==> config.mk <==
export PLATFORM = sky130hd
export DESIGN_NAME = bcd_rtc_clock
export DESIGN_NICKNAME = d
export VERILOG_FILES = /design/src/rtl/bcd_rtc_clock.sv
export SDC_FILE = /design/constraint.sdc
export NUM_CORES = 1
export LEC_CHECK = 0
export ABC_CLOCK_PERIOD_IN_PS = 4800
export BUFFER_PORTS_ARGS = -buffer_cell sky130_fd_sc_hd__buf_2
export CAP_MARGIN = 20
export CORE_ASPECT_RATIO = 0.6
export CORE_MARGIN = 1.5
export CORE_UTILIZATION = 60
export CTS_CLUSTER_SIZE = 20
export DETAILED_ROUTE_END_ITERATION = 8
export HOLD_SLACK_MARGIN = 0.02
export MAX_ROUTING_LAYER = met4
export PLACE_DENSITY = 0.88
export SYNTH_ARGS = -nofsm -noshare
export SYNTH_HDL_FRONTEND = slang
export SYNTH_SLANG_ARGS = --single-unit
==> constraint.sdc <==
create_clock -name clk -period 4.8 [get_ports clk]
set_input_delay 0.24 -clock clk [delete_from_list [all_inputs] [get_ports clk]]
set_output_delay 0.24 -clock clk [all_outputs]
set_load 0.01 [all_outputs]
==> src/rtl/bcd_rtc_clock.sv <==
// 24-hour BCD real-time clock with seconds prescaler, validated time load,
// minute-resolution alarm and selectable 12h/24h display.
module bcd_rtc_clock #(
    parameter int          TICK_DIV = 1,
    parameter int          TICK_W   = 16,
    parameter logic [7:0]  RESET_HH = 8'h12
) (
    input  logic       clk,
    input  logic       reset,
    input  logic       ena,
    input  logic       mode_24h,
    input  logic       set_valid,
    input  logic [7:0] set_hh,
    input  logic [7:0] set_mm,
    input  logic [7:0] set_ss,
    output logic       set_ack,
    output logic       set_err,
    input  logic       alarm_en,
    input  logic [7:0] alarm_hh,
    input  logic [7:0] alarm_mm,
    output logic       alarm,
    output logic       sec_tick,
    output logic [7:0] hh,
    output logic [7:0] mm,
    output logic [7:0] ss,
    output logic       pm
);

    logic [7:0]        hr;
    logic [7:0]        mn;
    logic [7:0]        sc;
    logic [TICK_W-1:0] pre;

    logic [7:0] nxt_hr;
    logic [7:0] nxt_mn;
    logic [7:0] nxt_sc;
    logic       tick;
    logic       set_legal;
    logic       set_ok;
    logic       set_bad;
    logic       alarm_hit;

    function automatic logic [7:0] bcd_inc(input logic [7:0] v);
        if (v[3:0] == 4'd9)
            return {v[7:4] + 4'd1, 4'd0};
        else
            return {v[7:4], v[3:0] + 4'd1};
    endfunction

    // Both nibbles decimal, then a plain compare orders BCD correctly.
    function automatic logic bcd_le(input logic [7:0] v,
                                    input logic [7:0] lim);
        return (v[7:4] <= 4'd9) && (v[3:0] <= 4'd9) && (v <= lim);
    endfunction

    always_comb begin
        nxt_sc = (sc == 8'h59) ? 8'h00 : bcd_inc(sc);
        nxt_mn = mn;
        nxt_hr = hr;
        if (sc == 8'h59) begin
            nxt_mn = (mn == 8'h59) ? 8'h00 : bcd_inc(mn);
            if (mn == 8'h59)
                nxt_hr = (hr == 8'h23) ? 8'h00 : bcd_inc(hr);
        end
    end

    assign tick      = ena && (pre == TICK_W'(TICK_DIV - 1));
    assign set_legal = bcd_le(set_hh, 8'h23) && bcd_le(set_mm, 8'h59)
                    && bcd_le(set_ss, 8'h59);
    assign set_ok    = set_valid && set_legal;
    assign set_bad   = set_valid && !set_legal;
    // The running time is always legal BCD, so illegal alarm values never match.
    assign alarm_hit = alarm_en && (nxt_hr == alarm_hh)
                    && (nxt_mn == alarm_mm) && (nxt_sc == 8'h00);

    always_ff @(posedge clk or negedge reset) begin
        if (!reset) begin
            hr       <= RESET_HH;
            mn       <= 8'h00;
            sc       <= 8'h00;
            pre      <= '0;
            set_ack  <= 1'b0;
            set_err  <= 1'b0;
            sec_tick <= 1'b0;
            alarm    <= 1'b0;
        end else begin
            set_ack  <= set_ok;
            set_err  <= set_bad;
            sec_tick <= tick && !set_ok;
            alarm    <= tick && !set_ok && alarm_hit;
            if (set_ok) begin
                hr  <= set_hh;
                mn  <= set_mm;
                sc  <= set_ss;
                pre <= '0;
            end else if (tick) begin
                hr  <= nxt_hr;
                mn  <= nxt_mn;
                sc  <= nxt_sc;
                pre <= '0;
            end else if (ena) begin
                pre <= pre + 1'b1;
            end
        end
    end

    // 12h view: 00 -> 12, 13..19 and 22..23 subtract 12, 20..21 borrow across tens.
    always_comb begin
        hh = hr;
        if (!mode_24h) begin
            if (hr == 8'h00)
                hh = 8'h12;
            else if (hr >= 8'h22)
                hh = hr - 8'h12;
            else if (hr >= 8'h20)
                hh = hr - 8'h18;
            else if (hr >= 8'h13)
                hh = hr - 8'h12;
        end
    end

    assign mm = mn;
    assign ss = sc;
    assign pm = (hr >= 8'h12);

endmodule

==> flow_summary.rst, run 1 <==
.. list-table::
   :header-rows: 1

   * - Metric
     - Value
   * - Total global routing overflow
     - 0
   * - H-Tree Depth
     - 2
   * - Num ports
     - 75
   * - Clk_lat worst skew
     - 300 ps
   * - # resized after CTS
     - 0
   * - Most used flip-flop cell after synthesis
     - sky130_fd_sc_hd__dfrtp_1
   * - Final clock skew
     - 8.28 ps
   * - Area added between synthesis and finish
     - 14.5%
   * - Achievable frequency
     - 334 MHz
   * - Number of antenna diodes
     - 0
   * - Layout Cells excl Fill
     - 593
   * - Num rows
     - 21
   * - DRT iter0 DRCs
     - between 400 and 500
   * - Startpoint Class
     - register
   * - Clock transition at the registers of the reported paths
     - 90 ps
   * - Part of the total power dissipated in combinational logic
     - 35.5%
   * - Pint
     - 0.000783 W
   * - Die X
     - 104 um
   * - Initial antenna violation count
     - 0
   * - Routability congestion estimate from global placement
     - 0.976
   * - Final-report max-slew violation count
     - 0
   * - Most Used Layer, Global Route
     - met1
   * - Mean cell area of the mapped netlist
     - just over 8 sq um
   * - Global-route met2 utilization
     - between 40% and 50%
   * - Cell accounting for the most synthesized area
     - sky130_fd_sc_hd__dfrtp_1
   * - Clock Tree Buf Depth
     - 2
   * - Vias per std cell
     - 6.46
   * - Number of warning messages in the yosys log
     - 0
   * - Synth async-reset ratio
     - 100%
   * - Sw Pwr
     - 0.000490 W
   * - Final WL
     - 10700 um
   * - Post-synthesis instance total
     - 452
   * - Crit path capture type
     - output pin
   * - Largest cells by area after synthesis
     - sky130_fd_sc_hd__dfrtp_1 29%, sky130_fd_sc_hd__ha_1 6.8%, sky130_fd_sc_hd__o21ai_0 5.7%
   * - Worst hold path class
     - in2reg
   * - Largest fanout on the critical path
     - 11
   * - Rel. slew slack
     - 36.4%
   * - Half-perimeter wire length after detailed placement
     - between 8000 and 9000 um
   * - Met1 Usage GRT
     - 52.6%
   * - Die outline height
     - ~64 um
   * - Count of unique library cells instantiated by Yosys
     - 66
   * - CTS Buf Count
     - 5
   * - Net count after synthesis
     - 518
   * - Worst setup path class
     - reg2out
   * - Count of final hold-check violations
     - 0
   * - Wire length of the first global-routing pass
     - 17600 um
   * - Floorplan die area
     - 6610 sq um
   * - Area of the mapped netlist
     - 3670 sq um
   * - Via count of the first global-routing pass
     - 3449
   * - Seq/Total Area, Yosys
     - 30.1%
   * - Layout cell share with drive strength beyond 1
     - 20.7%
   * - Sw Share
     - 38.5%
   * - Fraction of met3 tracks used by global routing
     - 6.52%
   * - Most frequent cell after synthesis
     - sky130_fd_sc_hd__nor2_1
   * - Core outline area
     - 5730 sq um
   * - Leak Pwr
     - approximately 1.9 nW
   * - Total Nets Final
     - 578
   * - Cell at the root of the clock tree
     - sky130_fd_sc_hd__clkbuf_8
   * - Maximum vdd ir drop
     - approximately 0.24 mV
   * - Number of enable-type register cells in the synthesized netlist
     - 0
   * - Clock power frac
     - 24.4%
   * - Placed cell count
     - 583
   * - CTS sink count
     - 44
   * - Unrepaired setup endpoints after global routing
     - no
   * - Count of port buffers added during placement
     - 74
   * - Final Hold Slack
     - around 140 ps
   * - Routed Antenna Nets
     - 0
   * - Placed Area
     - 4050 sq um
   * - Setup_tns
     - 0 ps
   * - Max-capacitance violation count
     - 0
   * - Worst path required time
     - 4560 ps
   * - Clock period minus final worst setup slack
     - 3000 ps
   * - Initial Utilization
     - about 64%
   * - Finished Cell Area
     - 4200 sq um
   * - Cell types with the highest counts after synthesis
     - 49 x sky130_fd_sc_hd__nor2_1, 44 x sky130_fd_sc_hd__nand2_1, 42 x sky130_fd_sc_hd__dfrtp_1, 42 x sky130_fd_sc_hd__o21ai_0, 31 x sky130_fd_sc_hd__a21oi_1
   * - Wire length per cell after detailed routing
     - between 15 and 20 um
   * - Total track usage
     - 34.6%
   * - Data arrival, critical path
     - 2760 ps
   * - Outcome
     - complete, no violations
   * - Number of endpoints failing setup at the final stage
     - 0
   * - Tightest Pin Transition
     - ~950 ps
   * - Final worst-path cycle share
     - 62.5%
   * - Routed vias
     - 3828
   * - Post-synthesis sequential element count
     - 44
   * - TritonCTS clock tree
     - done
   * - Maximum number of pins on one net before global-route repair
     - 45
   * - Share of total power in sequential cells
     - 40.1%
   * - Length of the first detailed-routing pass in iterations
     - 6
   * - Residual DRC count
     - 0
   * - Share of the synthesized area in the top cell type
     - 28.6%
   * - Power density of the placed cells
     - 303 nW/um^2
==> final timing paths <==
check,slack (ps),to,cells after the start,from
setup / recovery,1800,hh[4],9,hr[4]$_DFFE_PN1P_
hold / removal,140,ss[4]$_DFFE_PN0P_,3,set_ss[4]
setup reg to reg,2120,alarm$_DFF_PN0_,8,ss[4]$_DFFE_PN0P_
hold reg to reg,540,pre[10]$_DFFE_PN0P_,1,pre[10]$_DFFE_PN0P_
max in group asynchronous,4050,hr[1]$_DFFE_PN1P_,3,reset
min in group asynchronous,260,pre[4]$_DFFE_PN0P_,2,reset
==> flip-flops by register name, indices dropped and copies added (netlist names) <==
signal and flops:
set_ack 1, pre 16, sec_tick 1, mm 8
hr 8, set_err 1, alarm 1, ss 8
==> critical path: stages, from the launching register on <==
cell	delay, ps
sky130_fd_sc_hd__dfstp_2	680
sky130_fd_sc_hd__inv_1	180
sky130_fd_sc_hd__ha_1	310
sky130_fd_sc_hd__a2111oi_4	380
sky130_fd_sc_hd__o21ai_1	270
sky130_fd_sc_hd__inv_1	160
sky130_fd_sc_hd__o22ai_1	90
sky130_fd_sc_hd__o21ai_0	150
sky130_fd_sc_hd__o21ai_0	90
sky130_fd_sc_hd__buf_2	150
==> power by group through the flow <==
stage          clock network (W)  logic [W]  registers [W]
6_report                0.000311   0.000452       0.000510
5_1_grt                 0.000327   0.000506       0.000520
4_1_cts                 0.000311   0.000445       0.000507
3_5_place_dp                   0   0.000441       0.000514
3_3_place_gp                   0   0.000428       0.000511
2_1_floorplan                  0   0.000299       0.000502
==> kinds of logic after synthesis <==
kind of cell               count (synthesis)  share of synthesized area (%)
DFF                                       44                           30.1
xor gates and xnor gates                  25                           5.96
AOI/OAI and AO/OA                        126                           21.5
adders and majority gates                 20                           6.81
muxes                                     16                           4.36
buffers and inverters                     46                           5.35
and+or+nand+nor                          175                           25.9
==> per-layer routing <==
metal	vias up	routed length, um
met4	0	142
met5	-	0
met1	1774	4920
met2	273	4220
li1	1760	-
met3	21	1400
==> metrics by stage <==
stage	setup slack (ps)	power, W	util [%]
6_report	1800	0.00127	73.4
4_1_cts	1880	0.00126	72.9
3_5_place_dp	1830	0.000955	70.8
5_1_grt	1560	0.00135	73.4
2_1_floorplan	2530	0.000801	-
3_3_place_gp	2020	0.000939	70.8
==> cell usage in the layout (no fill, tap or decap), types with 10 or more instances in the layout <==
cell | synthesis | layout
sky130_fd_sc_hd__dfrtp_1 | 42 | 42
sky130_fd_sc_hd__inv_1 | 19 | 19
sky130_fd_sc_hd__nand2_1 | 44 | 44
sky130_fd_sc_hd__nor3_1 | 12 | 12
sky130_fd_sc_hd__xnor2_1 | 12 | 12
sky130_fd_sc_hd__nand3_1 | 14 | 14
sky130_fd_sc_hd__a31oi_1 | 11 | 11
sky130_fd_sc_hd__a21oi_1 | 31 | 31
sky130_fd_sc_hd__nor4_1 | 10 | 10
sky130_fd_sc_hd__o21ai_0 | 42 | 42
sky130_fd_sc_hd__nor2_1 | 49 | 49
sky130_fd_sc_hd__ha_1 | 20 | 20
sky130_fd_sc_hd__buf_2 | 9 | 74
sky130_fd_sc_hd__mux2i_1 | 16 | 16
sky130_fd_sc_hd__xor2_1 | 13 | 13
==> final cells by class <==
type | count | area, sq um
clock buffer | 6 | 82.6
clock inverter | 2 | 38.8
fill | 455 | 1520
inverter | 19 | 71.3
multi-input combinational | 362 | 2380
sequential | 44 | 1100
tap | 80 | 100
timing repair buffer | 80 | 430
==> repair_timing <==
item | 4_1_cts | 5_1_grt
setup endpoints to repair | 0 | 0
hold buffers | 0 | 1
endpoints found under the hold margin | 0 | 42
buffers inserted | 0 | 0
(Power assumes the default switching activity.)
==> inputs of run 2 (changes only) <==
- ABC_CLOCK_PERIOD_IN_PS: 4800 -> 2400
- CORE_UTILIZATION: 60 -> 51
- PLACE_DENSITY: 0.88 -> 0.8
- clock period: 4.8 -> 2.4 ns (I/O delays scaled with it)
==> run 2 against run 1 <==
- the run now ends with design-rule violations, negative setup slack left
- utilization shrank 4.2 points
- clock power grew 130%
- routed wire length up 16%
- clock skew down 3.1 ps
- critical path depth up 1
- global-route usage decreased by 2.9 points
- critical endpoint is now alarm$_DFF_PN0_
- largest power group is now combinational cells
==> flow_summary.rst, run 2 (synthesis gave the netlist of run 1 again) <==
.. list-table::
   :header-rows: 1

   * - Metric
     - Value
   * - Final Hold Slack
     - 35.6 ps (-107 ps)
   * - Maximum number of pins on one net before global-route repair
     - 45 (unchanged)
   * - Unrepaired setup endpoints after global routing
     - yes
   * - Initial antenna violation count
     - 0 (unchanged)
   * - Number of instances on the worst hold path
     - 3 (unchanged)
   * - Flip-flop count of the largest register after layout
     - 16 (unchanged)
   * - Pint
     - 0.00179 W (+130%)
   * - Wire length per cell after detailed routing
     - 19.1 um (+5.9%)
   * - Outcome
     - finished with violations
   * - Most common cell after layout, fill and taps aside
     - sky130_fd_sc_hd__buf_2
   * - Most frequent cells in the layout
     - 74 x sky130_fd_sc_hd__buf_2, 52 x sky130_fd_sc_hd__buf_4, 48 x sky130_fd_sc_hd__nor2_1
   * - Fillers
     - 532 (+17%)
   * - Cell at the root of the clock tree
     - sky130_fd_sc_hd__clkbuf_16
   * - Rel. slew slack
     - 61.3% (+25 points)
   * - Max-capacitance violation count
     - 0 (unchanged)
   * - Leak Pwr
     - 2.13 nW (+14%)
   * - Part of the total power dissipated in combinational logic
     - 41.6% (+6.1 points)
   * - Clock Tree Buf Depth
     - 2 (unchanged)
   * - Num ports
     - 75 (unchanged)
   * - Clock transition at the registers of the reported paths
     - 60 ps (-30 ps)
   * - Worst-case register-to-register setup slack
     - -150 ps (-2270 ps)
   * - CTS sink count
     - 44 (unchanged)
   * - Vias per std cell
     - 6.35 (-1.7%)
   * - Routability congestion estimate from global placement
     - 0.960 (-1.6%)
   * - Startpoint Class
     - register
   * - Clock power frac
     - 25.0% (+0.6 points)
   * - Number of endpoints failing setup at the final stage
     - 2 (+2)
   * - Tightest Pin Transition
     - 578 ps (-372 ps)
   * - DRT iter0 DRCs
     - 688 (+50%)
   * - Total Nets Final
     - 627 (+8.5%)
   * - H-Tree Depth
     - 2 (unchanged)
   * - Num rows
     - 23 (+9.5%)
   * - Via count of the first global-routing pass
     - 3567 (+3.4%)
   * - Area added between synthesis and finish
     - 28.6%
   * - Depth of the worst register-to-register path
     - 10 (+2)
   * - Maximum vdd ir drop
     - 0.337 mV (+43%)
   * - Routed vias
     - 4118 (+7.6%)
   * - Total global routing overflow
     - 0 (unchanged)
   * - Sw Share
     - 37.6% (-0.91 points)
   * - Number of antenna diodes
     - 0 (unchanged)
   * - Crit path capture type
     - register
   * - Floorplan die area
     - 7740 sq um (+17%)
   * - Wire length of the first global-routing pass
     - 18200 um (+3.0%)
   * - Initial Utilization
     - 53.8% (-10 points)
   * - Die X
     - 113 um (+8.2%)
   * - Sw Pwr
     - 0.00108 W (+120%)
   * - Violations in the final reports
     - design-rule violations, negative setup slack
   * - Worst reg2reg startpoint
     - ss[1]$_DFFE_PN0P_
   * - Final worst-path cycle share
     - 106%
   * - Core outline area
     - 6820 sq um (+19%)
   * - Total track usage
     - 31.7% (-2.9 points)
   * - CTS Buf Count
     - 5 (unchanged)
   * - TritonCTS clock tree
     - done
   * - Worst path required time
     - 2610 ps (-1950 ps)
   * - Reg-to-reg critical path endpoint
     - alarm$_DFF_PN0_
   * - Clk_lat worst skew
     - 300 ps (about the same)
   * - Data arrival, critical path
     - 2750 ps (about the same)
   * - Length of the first detailed-routing pass in iterations
     - 9 (+3)
   * - Setup_tns
     - -214 ps (-214 ps)
   * - Finished Cell Area
     - 4720 sq um (+12%)
   * - Final-report max-slew violation count
     - 0 (unchanged)
   * - Half-perimeter wire length after detailed placement
     - 8670 um (+5.4%)
   * - Share of total power in sequential cells
     - 33.4% (-6.7 points)
   * - Layout cell share with drive strength beyond 1
     - 31.7% (+11 points)
   * - Achievable frequency
     - 393 MHz
   * - Routed Antenna Nets
     - 0 (unchanged)
   * - Final WL
     - 12400 um (+16%)
   * - Setup slack of the critical path after layout
     - -146 ps (-1950 ps)
   * - Residual DRC count
     - 5 (+5)
   * - Placed Area
     - 4330 sq um (+6.9%)
   * - Worst setup path class
     - reg2reg
   * - Count of final hold-check violations
     - 0 (unchanged)
   * - Hold Crit Start
     - set_ss[0]
   * - Clock period minus final worst setup slack
     - around 2500 ps
   * - Worst hold path class
     - in2reg
   * - Count of port buffers added during placement
     - 74 (unchanged)
   * - Power density of the placed cells
     - 607 nW/um^2 (+100%)
   * - Total power of the final layout
     - 0.00287 W (+130%)
   * - Largest fanout on the critical path
     - 7 (-4)
   * - Final clock skew
     - 5.23 ps (-3.05 ps)
   * - Largest reg by FF count
     - pre
   * - Die outline height
     - 68.7 um (+8.1%)
   * - Hold Crit Endpoint
     - ss[0]$_DFFE_PN0P_
==> run 2: through the flow <==
step	setup WS, ps	cells	utilization [%]
after global routing	-260	649	69.2
after global placement	58.4	626	63.5
after detailed placement	29.7	626	63.5
after floorplan	125	452	-
after CTS	1.09	640	66.8
final	-146	649	69.2
==> run 2: worst max path at each step <==
stage	from	slack, ps	end
2_1_floorplan	mm[5]$_DFFE_PN0P_	130	alarm$_DFF_PN0_
3_3_place_gp	ss[1]$_DFFE_PN0P_	60	alarm$_DFF_PN0_
3_5_place_dp	ss[5]$_DFFE_PN0P_	30	alarm$_DFF_PN0_
4_1_cts	hr[0]$_DFFE_PN0P_	1	hh[5]
5_1_grt	mm[1]$_DFFE_PN0P_	-260	alarm$_DFF_PN0_
6_report	ss[1]$_DFFE_PN0P_	-150	alarm$_DFF_PN0_
==> run 2: worst max-delay path: stages (launching register included) <==
cell,delay [ps]
sky130_fd_sc_hd__dfrtp_1,370
sky130_fd_sc_hd__inv_1,60
sky130_fd_sc_hd__ha_2,210
sky130_fd_sc_hd__and3b_2,320
sky130_fd_sc_hd__buf_4,180
sky130_fd_sc_hd__o21ai_0,130
sky130_fd_sc_hd__o21ai_0,130
sky130_fd_sc_hd__nand4_1,120
sky130_fd_sc_hd__nor4_1,500
sky130_fd_sc_hd__nand4_1,170
sky130_fd_sc_hd__nor4_2,250
==> run 2: cell type report <==
class                   count  area, sq um  area share, %
clock inverters             1         7.51          0.159
repair buffers            129          802           17.0
well taps                  87          109           2.31
inverters                  19         73.8           1.56
clock buffers               7          143           3.02
multi-input cells         362         2480           52.5
flip-flops and latches     44         1110           23.5
==> run 2: timing repair <==
action / in CTS / in global routing
hold buffers: 0 / 1
pin swaps: 3 / 5
setup endpoints to repair: 7 / 19
gates resized for setup: 10 / 27
hold endpoints to repair: 0 / 11
setup buffers: 6 / 7
==> run 2: routing by layer <==
layer  routed length (um)  part of all wire [%]  GRT usage, %
met1                 5390                    44          44.7
met2                 5200                    42          45.7
met3                 1510                    12          8.13
met4                  284                   2.3          7.59
met5                    0                     0             -
==> run 2: power by group through the flow <==
stage / clock network (W) / logic [W] / registers (W)
floorplan: 0 / 0.000597 / 0.00100
global placement: 0 / 0.00104 / 0.000957
detailed placement: 0 / 0.00106 / 0.000965
CTS: 0.000724 / 0.00110 / 0.000948
global route: 0.000757 / 0.00129 / 0.000968
finish: 0.000716 / 0.00119 / 0.000957
